===== config.mk =====
export PLATFORM = sky130hd
export DESIGN_NAME = store_narrow
export DESIGN_NICKNAME = d
export VERILOG_FILES = /design/src/rtl/store_pkg.sv /design/src/rtl/lane_shifter.sv /design/src/rtl/store_narrow.sv
export SDC_FILE = /design/constraint.sdc
export NUM_CORES = 1
export LEC_CHECK = 0
export CORE_MARGIN = 3
export CORE_UTILIZATION = 45
export DETAILED_ROUTE_END_ITERATION = 10
export PLACE_DENSITY = 0.69
export SLEW_MARGIN = 20
export SYNTH_ARGS = -nofsm -noshare
export SYNTH_HDL_FRONTEND = slang
export SYNTH_SLANG_ARGS = --single-unit

===== constraint.sdc =====
create_clock -name clk -period 2.8 [get_ports clk]
set_input_delay 0.28 -clock clk [delete_from_list [all_inputs] [get_ports clk]]
set_output_delay 0.28 -clock clk [all_outputs]
set_load 0.03 [all_outputs]

===== src/rtl/store_pkg.sv =====
// Shared encodings for the narrow store path: request sizes, FSM states,
// beat-count limit and small lane helpers used by the lane shifter.
package store_pkg;

  typedef enum logic [1:0] {
    SIZE_BYTE = 2'b00,
    SIZE_HALF = 2'b01,
    SIZE_WORD = 2'b10,
    SIZE_RSVD = 2'b11
  } size_e;

  typedef enum logic [1:0] {
    ST_IDLE  = 2'b00,
    ST_BEAT1 = 2'b01,
    ST_BEAT2 = 2'b10
  } state_e;

  // A misaligned store never touches more than two words.
  localparam logic [1:0]  MAX_BEATS   = 2'd2;
  localparam logic [31:0] BEAT_STRIDE = 32'd4;

  // Byte enables of the store before placement at its lane offset.
  function automatic logic [3:0] size_base_be(input logic [1:0] size);
    logic [3:0] be;
    case (size)
      SIZE_BYTE: be = 4'b0001;
      SIZE_HALF: be = 4'b0011;
      SIZE_WORD: be = 4'b1111;
      default:   be = 4'b0000;
    endcase
    return be;
  endfunction

  // Keeps only the low source bytes that belong to the store.
  function automatic logic [31:0] size_keep(input logic [1:0] size);
    logic [31:0] keep;
    case (size)
      SIZE_BYTE: keep = 32'h0000_00FF;
      SIZE_HALF: keep = 32'h0000_FFFF;
      SIZE_WORD: keep = 32'hFFFF_FFFF;
      default:   keep = 32'h0000_0000;
    endcase
    return keep;
  endfunction

  // Expands byte enables into a bit mask over the 32-bit data bus.
  function automatic logic [31:0] lane_mask(input logic [3:0] be);
    return {{8{be[3]}}, {8{be[2]}}, {8{be[1]}}, {8{be[0]}}};
  endfunction

endpackage


===== src/rtl/lane_shifter.sv =====
// Combinational byte-lane placement: positions the store data and enables
// across a two-word window so both beats of a split store fall out directly.
module lane_shifter
  import store_pkg::*;
(
  input  logic [31:0] data_i,
  input  logic [1:0]  size_i,
  input  logic [1:0]  off_i,
  output logic [3:0]  be1_o,
  output logic [31:0] wdata1_o,
  output logic [3:0]  be2_o,
  output logic [31:0] wdata2_o,
  output logic        split_o,
  output logic        ovf_o
);

  logic [31:0] data_m;
  logic [7:0]  be_wide;
  logic [63:0] wd_wide;

  // Shift the trimmed data and enables into an 8-lane window; the upper
  // half of the window is the spill into the following word.
  always_comb begin
    data_m  = data_i & size_keep(size_i);
    be_wide = {4'b0000, size_base_be(size_i)} << off_i;
    wd_wide = {32'h0, data_m} << {off_i, 3'b000};
  end

  assign be1_o    = be_wide[3:0];
  assign be2_o    = be_wide[7:4];
  assign wdata1_o = wd_wide[31:0]  & lane_mask(be_wide[3:0]);
  assign wdata2_o = wd_wide[63:32] & lane_mask(be_wide[7:4]);
  assign split_o  = |be_wide[7:4];

  // Overflow means the register value does not fit the narrowed width
  // as a sign-extended quantity.
  always_comb begin
    case (size_i)
      SIZE_BYTE: ovf_o = (data_i[31:8]  != {24{data_i[7]}});
      SIZE_HALF: ovf_o = (data_i[31:16] != {16{data_i[15]}});
      default:   ovf_o = 1'b0;
    endcase
  end

endmodule


===== src/rtl/store_narrow.sv =====
// Narrow/misaligned store sequencer: accepts one store request, then issues
// one or two word-aligned write beats with lane-placed data and enables.
//
// state    | meaning
// ---------+-------------------------------------------------------------
// ST_IDLE  | ready for a request; reserved sizes are dropped here
// ST_BEAT1 | first (or only) beat on the memory bus, held until accepted
// ST_BEAT2 | spill beat into the next word for a split store
module store_narrow
  import store_pkg::*;
(
  input  logic        clk,
  input  logic        rst_n,
  input  logic        req_valid,
  output logic        req_ready,
  input  logic [31:0] req_addr,
  input  logic [31:0] req_data,
  input  logic [1:0]  req_size,
  output logic        mem_valid,
  input  logic        mem_ready,
  output logic [31:0] mem_addr,
  output logic [31:0] mem_wdata,
  output logic [3:0]  mem_be,
  output logic        mem_ovf,
  output logic        size_err
);

  state_e      state_q;
  logic        ready_q;
  logic        size_err_q;
  logic        valid_q;
  logic [31:0] mem_addr_q;
  logic [31:0] wdata_q;
  logic [3:0]  be_q;
  logic        ovf_q;
  logic [29:0] addr_q;
  logic [31:0] data_q;
  logic [1:0]  size_q;
  logic [1:0]  off_q;
  logic [1:0]  beats_q;

  logic        accept;
  logic [31:0] sh_data;
  logic [1:0]  sh_size;
  logic [1:0]  sh_off;
  logic [3:0]  sh_be1;
  logic [3:0]  sh_be2;
  logic [31:0] sh_wdata1;
  logic [31:0] sh_wdata2;
  logic        sh_split;
  logic        sh_ovf;

  assign accept = req_valid & ready_q;

  // In IDLE the shifter looks at the live request (first beat is loaded on
  // accept); afterwards it looks at the captured request for the spill beat.
  always_comb begin
    if (state_q == ST_IDLE) begin
      sh_data = req_data;
      sh_size = req_size;
      sh_off  = req_addr[1:0];
    end else begin
      sh_data = data_q;
      sh_size = size_q;
      sh_off  = off_q;
    end
  end

  lane_shifter u_lane_shifter (
    .data_i   (sh_data),
    .size_i   (sh_size),
    .off_i    (sh_off),
    .be1_o    (sh_be1),
    .wdata1_o (sh_wdata1),
    .be2_o    (sh_be2),
    .wdata2_o (sh_wdata2),
    .split_o  (sh_split),
    .ovf_o    (sh_ovf)
  );

  // Store FSM with registered request and memory-bus outputs.
  always_ff @(posedge clk or negedge rst_n) begin
    if (!rst_n) begin
      state_q    <= ST_IDLE;
      ready_q    <= 1'b0;
      size_err_q <= 1'b0;
      valid_q    <= 1'b0;
      mem_addr_q <= 32'h0;
      wdata_q    <= 32'h0;
      be_q       <= 4'b0000;
      ovf_q      <= 1'b0;
      addr_q     <= 30'h0;
      data_q     <= 32'h0;
      size_q     <= 2'b00;
      off_q      <= 2'b00;
      beats_q    <= 2'd0;
    end else begin
      size_err_q <= 1'b0;
      case (state_q)
        ST_IDLE: begin
          // ready_q is low only for the first cycle out of reset.
          ready_q <= 1'b1;
          valid_q <= 1'b0;
          if (accept) begin
            if (req_size == SIZE_RSVD) begin
              size_err_q <= 1'b1;
            end else begin
              state_q    <= ST_BEAT1;
              ready_q    <= 1'b0;
              valid_q    <= 1'b1;
              addr_q     <= req_addr[31:2];
              data_q     <= req_data;
              size_q     <= req_size;
              off_q      <= req_addr[1:0];
              mem_addr_q <= {req_addr[31:2], 2'b00};
              wdata_q    <= sh_wdata1;
              be_q       <= sh_be1;
              ovf_q      <= sh_ovf;
              beats_q    <= sh_split ? MAX_BEATS : 2'd1;
            end
          end
        end
        ST_BEAT1: begin
          if (mem_ready) begin
            if (beats_q == MAX_BEATS) begin
              state_q    <= ST_BEAT2;
              mem_addr_q <= {addr_q, 2'b00} + BEAT_STRIDE;
              wdata_q    <= sh_wdata2;
              be_q       <= sh_be2;
            end else begin
              state_q <= ST_IDLE;
              valid_q <= 1'b0;
              ready_q <= 1'b1;
            end
          end
        end
        ST_BEAT2: begin
          if (mem_ready) begin
            state_q <= ST_IDLE;
            valid_q <= 1'b0;
            ready_q <= 1'b1;
          end
        end
        default: begin
          state_q <= ST_IDLE;
          valid_q <= 1'b0;
          ready_q <= 1'b1;
        end
      endcase
    end
  end

  assign req_ready = ready_q;
  assign size_err  = size_err_q;
  assign mem_valid = valid_q;
  assign mem_addr  = mem_addr_q;
  assign mem_wdata = wdata_q;
  assign mem_be    = be_q;
  assign mem_ovf   = ovf_q;

endmodule


After elaboration in Yosys (flattened, before gate mapping)
Cells that the tools add are included. Widths: inputs -> output; s select.

Register bits: 142. Output and inout port bits: 72. Logic and storage cells: 85.

Add/sub/neg operators: 1. Equal/unequal tests: 14. Shifts and indexed selects: 2. Muxes and demuxes: 42. Bitwise logic cells: 5. Reductions and logical operators: 8.

Operators by type and width (count): $mux 32 (9); $pmux 32 s2 (2); $and 32x32->32 (3); $pmux 32 s3 (1); $shl 32x5->64 (1); $add 32x3->32 const B (1); $ne 24x24->1 (1); $mux 2 (8); $mux 4 (4); $ne 16x16->1 (1); $mux 1 (12); $ne 2x2->1 const B (6); $pmux 4 s3 (1); $eq 2x2->1 const B (4); $pmux 4 s2 (1); $shl 4x2->8 (1); $pmux 1 s3 (2); $pmux 2 s3 (1); $reduce_and 3->1 (2); $reduce_and 5->1 (1); $eq 2x1->1 const B (2); $logic_not 2->1 (2); $reduce_and 4->1 (1); $reduce_or 4->1 (1); 4 further kinds (4).

Longest topological paths before layout
Word-level depth: 10. Gate-level depth with buffers: 12. Mapped depth without buffers: 9.

Hierarchy
From an unflattened synthesis, not the netlist that was laid out.

Cell total of the unflattened synthesis: 954. Area, all modules: 7910.1 um^2.

By module, submodules not included: store_narrow (times used 1, cells an instance 771, area each 6780.3 um^2, sequential area each 3503.4 um^2); lane_shifter (times used 1, cells an instance 183, area each 1129.8 um^2, sequential area each 0.0 um^2).

Worst setup path after synthesis
Ideal clock, no wire load.

Kind: reg2reg. Start: register state_q[0]. End: register wdata_q[23], in the netlist mem_wdata[23]. Setup time: 126 ps. Data arrival time: 2217 ps. Required time: 2674 ps. Path slack: 457 ps. Stages on the path, launching flop included: 12. Path buffers: 3. Period minus slack after synthesis: 2343 ps. Cells stage by stage: dfrtp_1 or2_1 buf_4 buf_2 nand2_1 nand2_1 ha_1 o21ai_1 buf_2 nor2_1 o21a_1 a221o_1.

Word-level cells in the longest chain between the ends: 10.

Ends and longest elaborated chain: start, declared (line store_narrow.sv:28) `state_e state_q;`; start signal, assigned (line store_narrow.sv:84) `state_q <= ST_IDLE;`; start signal, assigned (line store_narrow.sv:108) `state_q <= ST_BEAT1;`; start signal, assigned (line store_narrow.sv:126) `state_q <= ST_BEAT2;`; $logic_not 2->1 (line store_narrow.sv:58, store_narrow.sv:99); $mux 2 (line store_narrow.sv:58) `if (state_q == ST_IDLE) begin`; $eq 2x2->1 (tied with other cells) (line store_pkg.sv:25, store_pkg.sv:37); $pmux 32 s3 (line store_pkg.sv:37) `case (size)`; $and 32x32->32 (line lane_shifter.sv:24) `data_m = data_i & size_keep(size_i);`; $shl 32x5->64 (line lane_shifter.sv:26) `wd_wide = {32'h0, data_m} << {off_i, 3'b000};`; $and 32x32->32 (on tied branches) (line lane_shifter.sv:32, lane_shifter.sv:31); $mux 32 (on tied branches) (line store_narrow.sv:125, store_narrow.sv:105); $mux 32 (on tied branches) (line store_narrow.sv:124, store_narrow.sv:104); $pmux 32 s2 (line store_narrow.sv:99) `case (state_q)`; end signal, assigned (line store_narrow.sv:116) `wdata_q <= sh_wdata1;`; end signal, assigned (line store_narrow.sv:128) `wdata_q <= sh_wdata2;`; end, declared (line store_narrow.sv:33) `logic [31:0] wdata_q;`.

Several ways; a longest one is shown, not always the timed one. The select of a mux whose other input is x is not followed. A chain may end at the register's enable or synchronous reset.

Final worst setup path
Start: register state_q[0]. End: register be_q[0], in the netlist mem_be[0].

Word-level cells in the longest chain between the ends: 8.

Ends and longest elaborated chain: $logic_not 2->1 (line store_narrow.sv:58, store_narrow.sv:99); $mux 2 (line store_narrow.sv:58); $eq 2x2->1 (tied with other cells) (line store_pkg.sv:25) `case (size)`; $pmux 4 s3 (line store_pkg.sv:25); $shl 4x2->8 (line lane_shifter.sv:25) `be_wide = {4'b0000, size_base_be(size_i)} << off_i;`; $mux 4 (on tied branches) (line store_narrow.sv:125, store_narrow.sv:105); $mux 4 (on tied branches) (line store_narrow.sv:124, store_narrow.sv:104); $pmux 4 s2 (line store_narrow.sv:99); end signal, assigned (line store_narrow.sv:90) `be_q <= 4'b0000;`; end signal, assigned (line store_narrow.sv:117) `be_q <= sh_be1;`; end signal, assigned (line store_narrow.sv:129) `be_q <= sh_be2;`; end, declared (line store_narrow.sv:34) `logic [3:0] be_q;`.

Several ways; a longest one is shown, not always the timed one. The select of a mux whose other input is x is not followed.

==> results_tabular.tex <==
\begin{tabular}{lr}
\hline
Metric & Value \\
\hline
\multicolumn{2}{l}{\textbf{Outcome}} \\
Outcome & complete, no violations \\
\multicolumn{2}{l}{\textbf{Clock network}} \\
Root buffer cell & clkbuf\_16 \\
Number of buffers between clock root and the deepest sink & 2 \\
Num CTS Buffers & 17 \\
Clock sink count & 140 \\
Clk\_lat worst skew & 0.43 ns \\
TritonCTS clock tree & built \\
CTS clock-pin slew for the worst setup and hold paths & 0.06 ns \\
Number of cells upsized or downsized after cts & 0 \\
Post-CTS Setup Bufs & 0 \\
Level count of the clock H-tree & 4 \\
\multicolumn{2}{l}{\textbf{Timing}} \\
Final period util & 0.867 \\
Worst-case clock skew & 0.00489 ns \\
Summed negative setup slack over all endpoints & 0 ns \\
Fin. max-slew vios & 0 \\
Tightest slew margin relative to the limit & 0.359 \\
Unrepaired setup endpoints after global routing & false \\
Slew @ Worst Pin & 0.958 ns \\
Maximum clock rate & 0.412 GHz \\
Count of endpoints failing hold in the final timing report & 0 \\
Setup violators final & 0 \\
Min Hold Slack & 0.412 ns \\
Crit path time final & 2.43 ns \\
\multicolumn{2}{l}{\textbf{Detailed routing}} \\
Post-detailed-route DRC marker count & 0 \\
Drt total wl & 23.4 mm \\
Number of vias per cell after detailed routing & 5.78 \\
Vias after detailed routing & 7199 \\
Routed wirelength normalized by instance count & 18.8 um \\
Post-DRT Antenna Nets & 0 \\
Starting DRT DRC Count & 679 \\
Number of iterations in the first detailed-routing pass & 5 \\
\multicolumn{2}{l}{\textbf{Critical path}} \\
Setup Crit Path Kind & reg -> reg \\
Maximum net fanout on the critical path & 11 \\
Capture instance of the worst register-to-register path & mem\_be[0] \\
Capturing element type of the critical path & register \\
Internal reg-to-reg setup slack & 0.37 ns \\
Worst flop-to-flop path startpoint & state\_q[0] \\
Critical path launch point type & register \\
Crit path DAT & 2.77 ns \\
Required @ worst endpoint & 3.15 ns \\
Worst reg2reg path depth & 7 \\
\multicolumn{2}{l}{\textbf{Flow run}} \\
Max-cap viol count & 0 \\
\multicolumn{2}{l}{\textbf{Min path}} \\
Classification of the worst-slack hold path & in -> async \\
\multicolumn{2}{l}{\textbf{Global route}} \\
Maximum number of pins on one net before global-route repair & 74 \\
Global route overflow & 0 \\
Global-route usage over all layers & 0.260 \\
Antenna violations before repair & 0 \\
First-pass GRT wire length & 37.4 mm \\
Vias in the first global route & 6906 \\
\multicolumn{2}{l}{\textbf{Floorplan}} \\
Die Span X & 136 um \\
Die height & 136 um \\
Area of the core & 0.0162 sq mm \\
Num ports & 142 \\
Number of cell rows & 46 \\
Effective utilization at floorplan & 0.469 \\
Total Die Area & 0.0185 sq mm \\
\multicolumn{2}{l}{\textbf{Yosys}} \\
Share of synthesized flip-flops with an asynchronous set or reset & 1.00 \\
Cells after Synth & 886 \\
Count of yosys warnings during synthesis & 0 \\
Number of storage elements in the synthesis netlist & 140 \\
Cell area after synthesis & 0.00762 sq mm \\
Register area share after synthesis & 0.460 \\
Ys flop type & dfrtp\_1 \\
Count of distinct cell types in the synthesized netlist & 73 \\
Number of enable-type register cells in the synthesized netlist & 0 \\
Avg Inst Size Synth & 8.60 sq um \\
\multicolumn{2}{l}{\textbf{Power and ir drop}} \\
Leakage power of the design & 4.38 nW \\
Worst ir drop on vdd & 660 uV \\
Power per cell area & 1260 mW/mm\^{}2 \\
\multicolumn{2}{l}{\textbf{Placed design}} \\
DP HPWL & 16.8 mm \\
Final GP Congestion & 0.952 \\
I/O Buffers & 139 \\
\multicolumn{2}{l}{\textbf{Finish}} \\
Final-stage net count & 1091 \\
Share of cells above drive strength 1 & 0.0758 \\
Area overhead of the layout relative to synthesis & 30.1\% \\
Antenna Cells & 0 \\
Commonest non-fill, non-tap cell in the layout & nand2\_1 \\
Most used cells in the layout excluding fill and tap cells & 292 x nand2\_1, 140 x dfrtp\_1, 138 x clkdlybuf4s50\_1 \\
\hline
\end{tabular}
-- cells in the mapped netlist (9+ instances only) --
cell type	n	area, sq um
buf_2	19	95.1
nor4_1	17	106
a22oi_1	17	128
nand2_1	293	1100
dfrtp_1	140	3500
nand4_1	19	119
xor2_1	12	105
clkbuf_1	31	116
o221ai_1	21	184
o21ai_0	42	210
nor2_1	35	131
mux2i_1	33	330
inv_1	9	33.8
a21oi_1	18	90.1
nand3_1	27	135
-- cell type report --
cell class	count	area, sq um
tap	216	270
clock buffer	25	475
fill	1432	6320
clock inverter	7	113
sequential	140	3500
inverter	9	33.8
timing repair buffer	168	1680
multi-input combinational	680	3840
-- critical path, stage by stage, from the launching register on --
cell	delay [ns]
dfrtp_1	0.41
or2_2	0.36
nand2_1	0.08
nand2_1	0.09
ha_1	0.38
nor4_1	0.74
a21oi_1	0.12
o21ai_0	0.17
-- cells by family (layout without fill, tap and decap cells) --
logic type / after synthesis / after routing / synth area share
xor+xnor: 15 / 15 / 0.0173
simple gates: 451 / 451 / 0.270
other cells: 1 / 2 / 0.000492
mux: 34 / 34 / 0.0463
flops: 140 / 140 / 0.460
fa+ha+maj: 5 / 5 / 0.00821
buf+inv: 67 / 209 / 0.0398
compound gates: 173 / 173 / 0.158
-- sequential cells by signal, summed over array words and instances, names as in the netlist, 2 cells and up --
signal     cells
beats_q        2
state_q        2
addr_q        30
mem_wdata     32
data_q        32
off_q          2
mem_addr      30
size_q         2
mem_be         4
-- power by group --
group | total (W) | internal, W | leakage [nW] | switching (W)
sequential | 0.00369 | 0.00292 | 1.78 | 0.000766
clock | 0.00229 | 0.00144 | 0.285 | 0.000844
combinational | 0.00648 | 0.00244 | 2.32 | 0.00403
-- per-stage QoR --
stage	total power [W]	cells	cell area [sq um]	util	worst slack [ns]
finish	0.0125	1245	9910	0.610	0.373
global route	0.0132	1245	9910	0.610	0.221
CTS	0.0124	1245	9910	0.610	0.455
detailed placement	0.0101	1212	9310	0.574	0.310
global placement	0.0101	1212	9310	0.574	0.352
floorplan	0.00769	887	7620	-	0.457
-- metal layers --
metal	vias up	GRT usage	wire length, um
met5	-	0	0
met4	0	0.0924	651
met3	43	0.0596	1690
li1	3394	-	-
met2	326	0.398	10600
met1	3436	0.363	10500
-- timing repair --
item                                   4_1_cts  5_1_grt
endpoints found under the hold margin       63        0
hold buffers                                 1        0
setup endpoints to repair                    0        0
-- worst max-delay path by stage --
stage	slack [ns]	to	startpoint
after floorplan	0.46	mem_wdata[23]	state_q[0]
after global placement	0.35	mem_addr[20]	req_size[1]
after detailed placement	0.31	mem_addr[20]	req_size[1]
after CTS	0.46	mem_wdata[23]	state_q[0]
after global routing	0.22	mem_wdata[20]	state_q[1]
final	0.37	mem_be[0]	state_q[0]
No activity file was read; power rests on OpenSTA's default activity.
